**src/rtl/scytale_decryption_pkg.sv**
```systemverilog
// Shared decryption constants: end-of-message token and the collect/decrypt state encoding.
// Every decryptor in the family imports these.
package scytale_decryption_pkg;

    localparam logic [7:0] DEC_START_TOKEN = 8'hFA;

    typedef enum logic [0:0] {
        ST_COLLECT = 1'b0,
        ST_DECRYPT = 1'b1
    } dec_state_e;

endpackage

```
**src/rtl/scytale_decryption.sv**
```systemverilog
// Scytale decryptor: buffers ciphertext until the token arrives.
// It then replays the buffer column-major over an N x M grid, one character per cycle.
module scytale_decryption
    import scytale_decryption_pkg::*;
#(
    parameter int D_WIDTH       = 8,
    parameter int KEY_WIDTH     = 8,
    parameter int MAX_NOF_CHARS = 50,
    parameter logic [D_WIDTH-1:0] START_DECRYPTION_TOKEN = D_WIDTH'(DEC_START_TOKEN)
) (
    input  logic                 clk,
    input  logic                 rst_n,
    input  logic [D_WIDTH-1:0]   data_i,
    input  logic                 valid_i,
    input  logic [KEY_WIDTH-1:0] key_N,
    input  logic [KEY_WIDTH-1:0] key_M,
    output logic [D_WIDTH-1:0]   data_o,
    output logic                 valid_o,
    output logic                 busy
);

    localparam int CNT_W  = $clog2(MAX_NOF_CHARS + 1);
    localparam int ADDR_W = (MAX_NOF_CHARS > 1) ? $clog2(MAX_NOF_CHARS) : 1;
    localparam int IDX_W  = 2 * KEY_WIDTH;
    localparam logic [CNT_W-1:0] CNT_FULL  = CNT_W'(MAX_NOF_CHARS);
    localparam logic [IDX_W-1:0] IDX_LIMIT = IDX_W'(MAX_NOF_CHARS);

    logic [D_WIDTH-1:0]   r_buf [MAX_NOF_CHARS];
    logic [CNT_W-1:0]     r_cnt;
    logic [KEY_WIDTH-1:0] r_i;
    logic [KEY_WIDTH-1:0] r_j;
    logic [KEY_WIDTH-1:0] r_key_n;
    logic [KEY_WIDTH-1:0] r_key_m;
    dec_state_e           r_state;

    logic                 w_token;
    logic                 w_store;
    logic                 w_row_last;
    logic                 w_col_last;
    logic [IDX_W-1:0]     w_idx;
    logic [D_WIDTH-1:0]   w_rd_data;

    assign w_token    = (data_i == START_DECRYPTION_TOKEN);
    assign w_store    = (r_state == ST_COLLECT) && valid_i && !w_token && (r_cnt < CNT_FULL);
    assign w_row_last = (r_i == (r_key_m - KEY_WIDTH'(1)));
    assign w_col_last = (r_j == (r_key_n - KEY_WIDTH'(1)));

    // Full-width row-major index i*N + j; cannot overflow 2*KEY_WIDTH bits.
    assign w_idx = ({{KEY_WIDTH{1'b0}}, r_i} * {{KEY_WIDTH{1'b0}}, r_key_n})
                 + {{KEY_WIDTH{1'b0}}, r_j};

    // Buffer read; an out-of-range index reads as zero instead of aliasing.
    always_comb begin
        w_rd_data = {D_WIDTH{1'b0}};
        if (w_idx < IDX_LIMIT) begin
            w_rd_data = r_buf[w_idx[ADDR_W-1:0]];
        end else begin
            w_rd_data = {D_WIDTH{1'b0}};
        end
    end

    // Character buffer; contents survive reset and are overwritten by the next message.
    always_ff @(posedge clk) begin
        if (w_store) begin
            r_buf[r_cnt[ADDR_W-1:0]] <= data_i;
        end
    end

    // Collect/decrypt control with registered outputs.
    always_ff @(posedge clk) begin
        if (!rst_n) begin
            r_state <= ST_COLLECT;
            r_cnt   <= {CNT_W{1'b0}};
            r_i     <= {KEY_WIDTH{1'b0}};
            r_j     <= {KEY_WIDTH{1'b0}};
            r_key_n <= {KEY_WIDTH{1'b0}};
            r_key_m <= {KEY_WIDTH{1'b0}};
            data_o  <= {D_WIDTH{1'b0}};
            valid_o <= 1'b0;
            busy    <= 1'b0;
        end else begin
            case (r_state)
                ST_COLLECT: begin
                    data_o  <= {D_WIDTH{1'b0}};
                    valid_o <= 1'b0;
                    if (w_store) begin
                        r_cnt <= r_cnt + CNT_W'(1);
                    end
                    // An empty message never starts a decryption.
                    if (valid_i && w_token && (r_cnt != {CNT_W{1'b0}})) begin
                        r_key_n <= key_N;
                        r_key_m <= key_M;
                        r_i     <= {KEY_WIDTH{1'b0}};
                        r_j     <= {KEY_WIDTH{1'b0}};
                        busy    <= 1'b1;
                        r_state <= ST_DECRYPT;
                    end
                end
                ST_DECRYPT: begin
                    data_o  <= w_rd_data;
                    valid_o <= 1'b1;
                    if (w_row_last) begin
                        r_i <= {KEY_WIDTH{1'b0}};
                        if (w_col_last) begin
                            r_j     <= {KEY_WIDTH{1'b0}};
                            r_cnt   <= {CNT_W{1'b0}};
                            busy    <= 1'b0;
                            r_state <= ST_COLLECT;
                        end else begin
                            r_j <= r_j + KEY_WIDTH'(1);
                        end
                    end else begin
                        r_i <= r_i + KEY_WIDTH'(1);
                    end
                end
                default: begin
                    r_state <= ST_COLLECT;
                    r_cnt   <= {CNT_W{1'b0}};
                    r_i     <= {KEY_WIDTH{1'b0}};
                    r_j     <= {KEY_WIDTH{1'b0}};
                    data_o  <= {D_WIDTH{1'b0}};
                    valid_o <= 1'b0;
                    busy    <= 1'b0;
                end
            endcase
        end
    end

endmodule

```
**config.mk**
```make
export PLATFORM = sky130hd
export DESIGN_NAME = scytale_decryption
export DESIGN_NICKNAME = d
export VERILOG_FILES = /design/src/rtl/scytale_decryption_pkg.sv /design/src/rtl/scytale_decryption.sv
export SDC_FILE = /design/constraint.sdc
export NUM_CORES = 1
export LEC_CHECK = 0
export BUFFER_PORTS_ARGS = -buffer_cell sky130_fd_sc_hd__buf_2
export CELL_PAD_IN_SITES_DETAIL_PLACEMENT = 1
export CELL_PAD_IN_SITES_GLOBAL_PLACEMENT = 2
export CORE_UTILIZATION = 40
export CTS_CLUSTER_DIAMETER = 60
export DETAILED_ROUTE_END_ITERATION = 6
export GPL_TIMING_DRIVEN = 0
export PLACE_DENSITY = 0.77
export SLEW_MARGIN = 40
export SYNTH_ARGS = -nofsm -noshare
export SYNTH_HDL_FRONTEND = slang
export SYNTH_SLANG_ARGS = --single-unit
```
**constraint.sdc**
```tcl
create_clock -name clk -period 5.2 [get_ports clk]
set_input_delay 1.04 -clock clk [delete_from_list [all_inputs] [get_ports clk]]
set_output_delay 1.04 -clock clk [all_outputs]
set_load 0.01 [all_outputs]
```
==> impl_metrics.ini <==
[floorplan]
initial_core_util_pct = 40.6
fp.coreArea_um2 = 50300
fp-row-count = 82
design.portCount = 37
die_height_um = 228
die-area_um2 = 51900
die_w_um = 228

[grt]
groute.layer.met3.usage_pct = 3.94
top_usage_layer = met2
met2_resource_use_gr_pct = 32.2
use_met1_pct = 27.5
grt_pass1_wl_um = 77800
grt-ovfl-total = 0
via_count_of_the_first_global_routing_pass = 12400
largest_net_degree_at_the_start_of_global_routing = 52
track_usage_pct = 20.0
antenna_found_initial = 2

[timing]
finalHoldViolCount = 0
slew_violations = 0
max_slew.worst_pin.slew_ps = 855
setup_viol_count_final = 0
hold_ws_ps = 536
timing.final.crit_period_ps = 5010
maxClockFrequency_mhz = 200
final.setup_skew_ps = 19.1
setup_total_negative_slack_ps = 0
fin_ws_ps = 190
period_share_pct = 96.3
slew_limit_headroom_pct = 42.8

[yosys]
synth_compound_area_share_pct = 4.99
synthDominantCellAreaShare_pct = 58.8
synth_area_leaders = sky130_fd_sc_hd__edfxtp_1, sky130_fd_sc_hd__mux4_2, sky130_fd_sc_hd__dfxtp_1
fraction_of_synthesized_area_in_multiplexers_pct = 13.5
postSynth.asyncResetShare_pct = 0
synth_edf_count = 400
synth_simple_gate_area_share_pct = 7.07
post-synth-top-area-cell = sky130_fd_sc_hd__edfxtp_1
synth.avg_cell_area_um2 = 15.9
synth_top_family_by_area = multiplexers
ys_seq_elements = 449
number_of_distinct_library_cell_variants_in_the_gate_level_netlist_after_synthesis = 71
synth_nets = 1396
syn_area_um2 = 20400
ys.warnings.count = 0
synth_xor_xnor_area_share_pct = 1.16
yosys_most_used_dff = sky130_fd_sc_hd__edfxtp_1
yosysSeqAreaShare_pct = 63.6
synth_adder_area_share_pct = 6.89
netlist_instances = 1283

[critical_path]
cp_startpoint_kind = flop
critPathKind = flop to flop
rr_endpoint = data_o[4]$_SDFF_PP0_
timing.reg2reg.worst_path_depth = 17
critical_path_required_ps = 5700
worst-path-max-fanout = 10
r2r_start = r_key_n[6]$_SDFFE_PN0P_
reg2reg_setup_slack_ps = 190
endpoint_kind = flop
worstPathArrival_ps = 5510

[placed_design]
placed_cell_area_um2 = 21500
hpwlAfterDp_um = 34500
preCtsSetupSlack_ps = -548
gp_congestion = 0.781
buffer_ports.inserted = 35
placed_cells_incl_taps = 1990

[cells_and_area]
stdcell_count = 2077
multi_input_comb_area_um2 = 7000
most-common-layout-cells = sky130_fd_sc_hd__edfxtp_1, sky130_fd_sc_hd__mux4_2, sky130_fd_sc_hd__inv_1
layout.cells.most_common = sky130_fd_sc_hd__edfxtp_1
finish.utilization_pct = 46.4
layout-drive-gt1-share_pct = 21.9
final_area_um2 = 23300
fillers = 4933
final_net_count = 1480
flow.area_growth_from_synthesis_pct = 14.2
final-seq-area_um2 = 13000

[min_path]
worst_hold_endpoint = r_key_m[6]$_SDFFE_PN0P_
worstHoldPathCells = 2
worst_hold_check_path_type = flop to flop
worst_hold_startpoint = r_key_m[6]$_SDFFE_PN0P_

[clocking]
cts_made_buffers = 49
cts.hold.buffers_added = 0
clock_sink_count = 449
cts_tree = yes
worst_setup_hold_path_clk_slew_ps = 60
insertion_delay_ps = 610
cts-htree-levels = 2
clk_path_buf_depth = 3
clk_root_buffer_cell = sky130_fd_sc_hd__clkbuf_16

[power_and_ir_drop]
totalPowerFinal_mw = 7.88
peakVddDrop_v = 0.000261
leakage_nw = 7.82
power_switching_mw = 1.76
power_frac_seq_pct = 50.1
cellInternalPower_mw = 6.12
combinationalPowerShare_pct = 5.5
cellPowerDensity_nw_per_um2 = 338
swShare_pct = 22.3
p_clk_share_pct = 44.3

[routing]
ant_nets = 0
post_drt_wl_per_cell_um = 24.7
drt-initial-drc-count = 850
drc_errors = 0
via_total_after_detailed_routing = 11700
via_per_inst = 5.64
drt-total-wl_um = 51400
dr.pass1.iters = 5

[outcome]
outcome = completed

[flow_run]
maxCapViolCount = 0
-- power by group through the flow --
stage | sequential [mW] | clock, mW | combinational [mW]
3_5_place_dp | 4.03 | 0 | 0.431
4_1_cts | 3.95 | 3.55 | 0.438
3_3_place_gp | 4.03 | 0 | 0.421
5_1_grt | 3.95 | 3.66 | 0.471
2_1_floorplan | 4.03 | 0 | 0.247
6_report | 3.95 | 3.49 | 0.437
-- kinds of logic after synthesis --
| group | Yosys count |
|---|---|
| AOI/OAI and AO/OA | 140 |
| xor gates and xnor gates | 27 |
| adders and majority gates | 86 |
| buffers and inverters | 143 |
| DFF | 449 |
| muxes | 159 |
| and+or+nand+nor | 279 |
-- critical path: stages, from the launching register on --
cell and delay (ps):
sky130_fd_sc_hd__dfxtp_1 390, sky130_fd_sc_hd__buf_4 200, sky130_fd_sc_hd__nand2_1 80, sky130_fd_sc_hd__fa_1 500, sky130_fd_sc_hd__fa_1 560, sky130_fd_sc_hd__inv_1 60, sky130_fd_sc_hd__fa_1 530, sky130_fd_sc_hd__inv_1 60
sky130_fd_sc_hd__fa_1 530, sky130_fd_sc_hd__inv_1 40, sky130_fd_sc_hd__ha_2 320, sky130_fd_sc_hd__and3_1 190, sky130_fd_sc_hd__a22o_1 280, sky130_fd_sc_hd__o21a_1 220, sky130_fd_sc_hd__o2111ai_1 240, sky130_fd_sc_hd__nand3_2 140
sky130_fd_sc_hd__mux2i_4 260, sky130_fd_sc_hd__nor4_1 310
-- how the worst max path moves through the flow --
stage,slack (ps),cells after the start,endpoint,startpoint
finish,190,17,data_o[4]$_SDFF_PP0_,r_key_n[6]$_SDFFE_PN0P_
global route,-10,16,data_o[5]$_SDFF_PP0_,r_key_n[4]$_SDFFE_PN0P_
CTS,3,17,data_o[3]$_SDFF_PP0_,r_key_n[4]$_SDFFE_PN0P_
detailed placement,-550,16,data_o[3]$_SDFF_PP0_,r_i[6]$_SDFFE_PN0P_
global placement,-410,16,data_o[5]$_SDFF_PP0_,r_i[6]$_SDFFE_PN0P_
floorplan,400,18,data_o[0]$_SDFF_PP0_,r_i[6]$_SDFFE_PN0P_
-- Yosys cell counts (11+ instances only) --
| library cell | count |
|---|---|
| sky130_fd_sc_hd__a21oi_1 | 24 |
| sky130_fd_sc_hd__a221oi_1 | 11 |
| sky130_fd_sc_hd__and2_1 | 46 |
| sky130_fd_sc_hd__buf_2 | 16 |
| sky130_fd_sc_hd__clkbuf_1 | 51 |
| sky130_fd_sc_hd__dfxtp_1 | 49 |
| sky130_fd_sc_hd__edfxtp_1 | 400 |
| sky130_fd_sc_hd__fa_1 | 44 |
| sky130_fd_sc_hd__ha_1 | 42 |
| sky130_fd_sc_hd__inv_1 | 71 |
| sky130_fd_sc_hd__mux2_2 | 11 |
| sky130_fd_sc_hd__mux2i_1 | 56 |
| sky130_fd_sc_hd__mux4_2 | 92 |
| sky130_fd_sc_hd__nand2_1 | 41 |
| sky130_fd_sc_hd__nand2b_1 | 12 |
| sky130_fd_sc_hd__nand3_1 | 16 |
| sky130_fd_sc_hd__nor2_1 | 89 |
| sky130_fd_sc_hd__nor3_1 | 14 |
| sky130_fd_sc_hd__o21ai_0 | 20 |
| sky130_fd_sc_hd__xnor2_1 | 13 |
| sky130_fd_sc_hd__xor2_1 | 14 |
-- metal layers --
layer | part of all wire, % | up-vias | routed length, um
met5 | 0.053 | - | 27
met4 | 2.4 | 4 | 1210
met3 | 6.6 | 78 | 3370
met2 | 48 | 348 | 24500
met1 | 43 | 6166 | 22300
li1 | - | 5112 | -
-- state kept, by name, summed over array words and instances, names as in the netlist --
name,count
valid_o,1
r_key_m,8
r_key_n,8
busy,1
r_buf,400
r_cnt,6
r_j,8
r_i,8
data_o,8
r_state,1
-- what timing repair did --
| action | 4_1_cts | 5_1_grt |
|---|---|---|
| resized for setup | 37 | 40 |
| cloned | 0 | 0 |
| buffers inserted | 1 | 1 |
| setup endpoints to repair | 8 | 8 |
| pin swaps | 1 | 13 |
| endpoints found under the hold margin | 0 | 0 |
-- cell type report --
cell class	instances	area share, %
plain buffers	68	1.63
well taps	672	3.60
clock inverters	31	1.52
diodes	1	0.0107
clock buffers	57	5.43
inverters	71	1.14
repair buffers	37	0.901
multi-input cells	691	30.0
flip-flops and latches	449	55.8
Power figures use the tool's default switching activity.
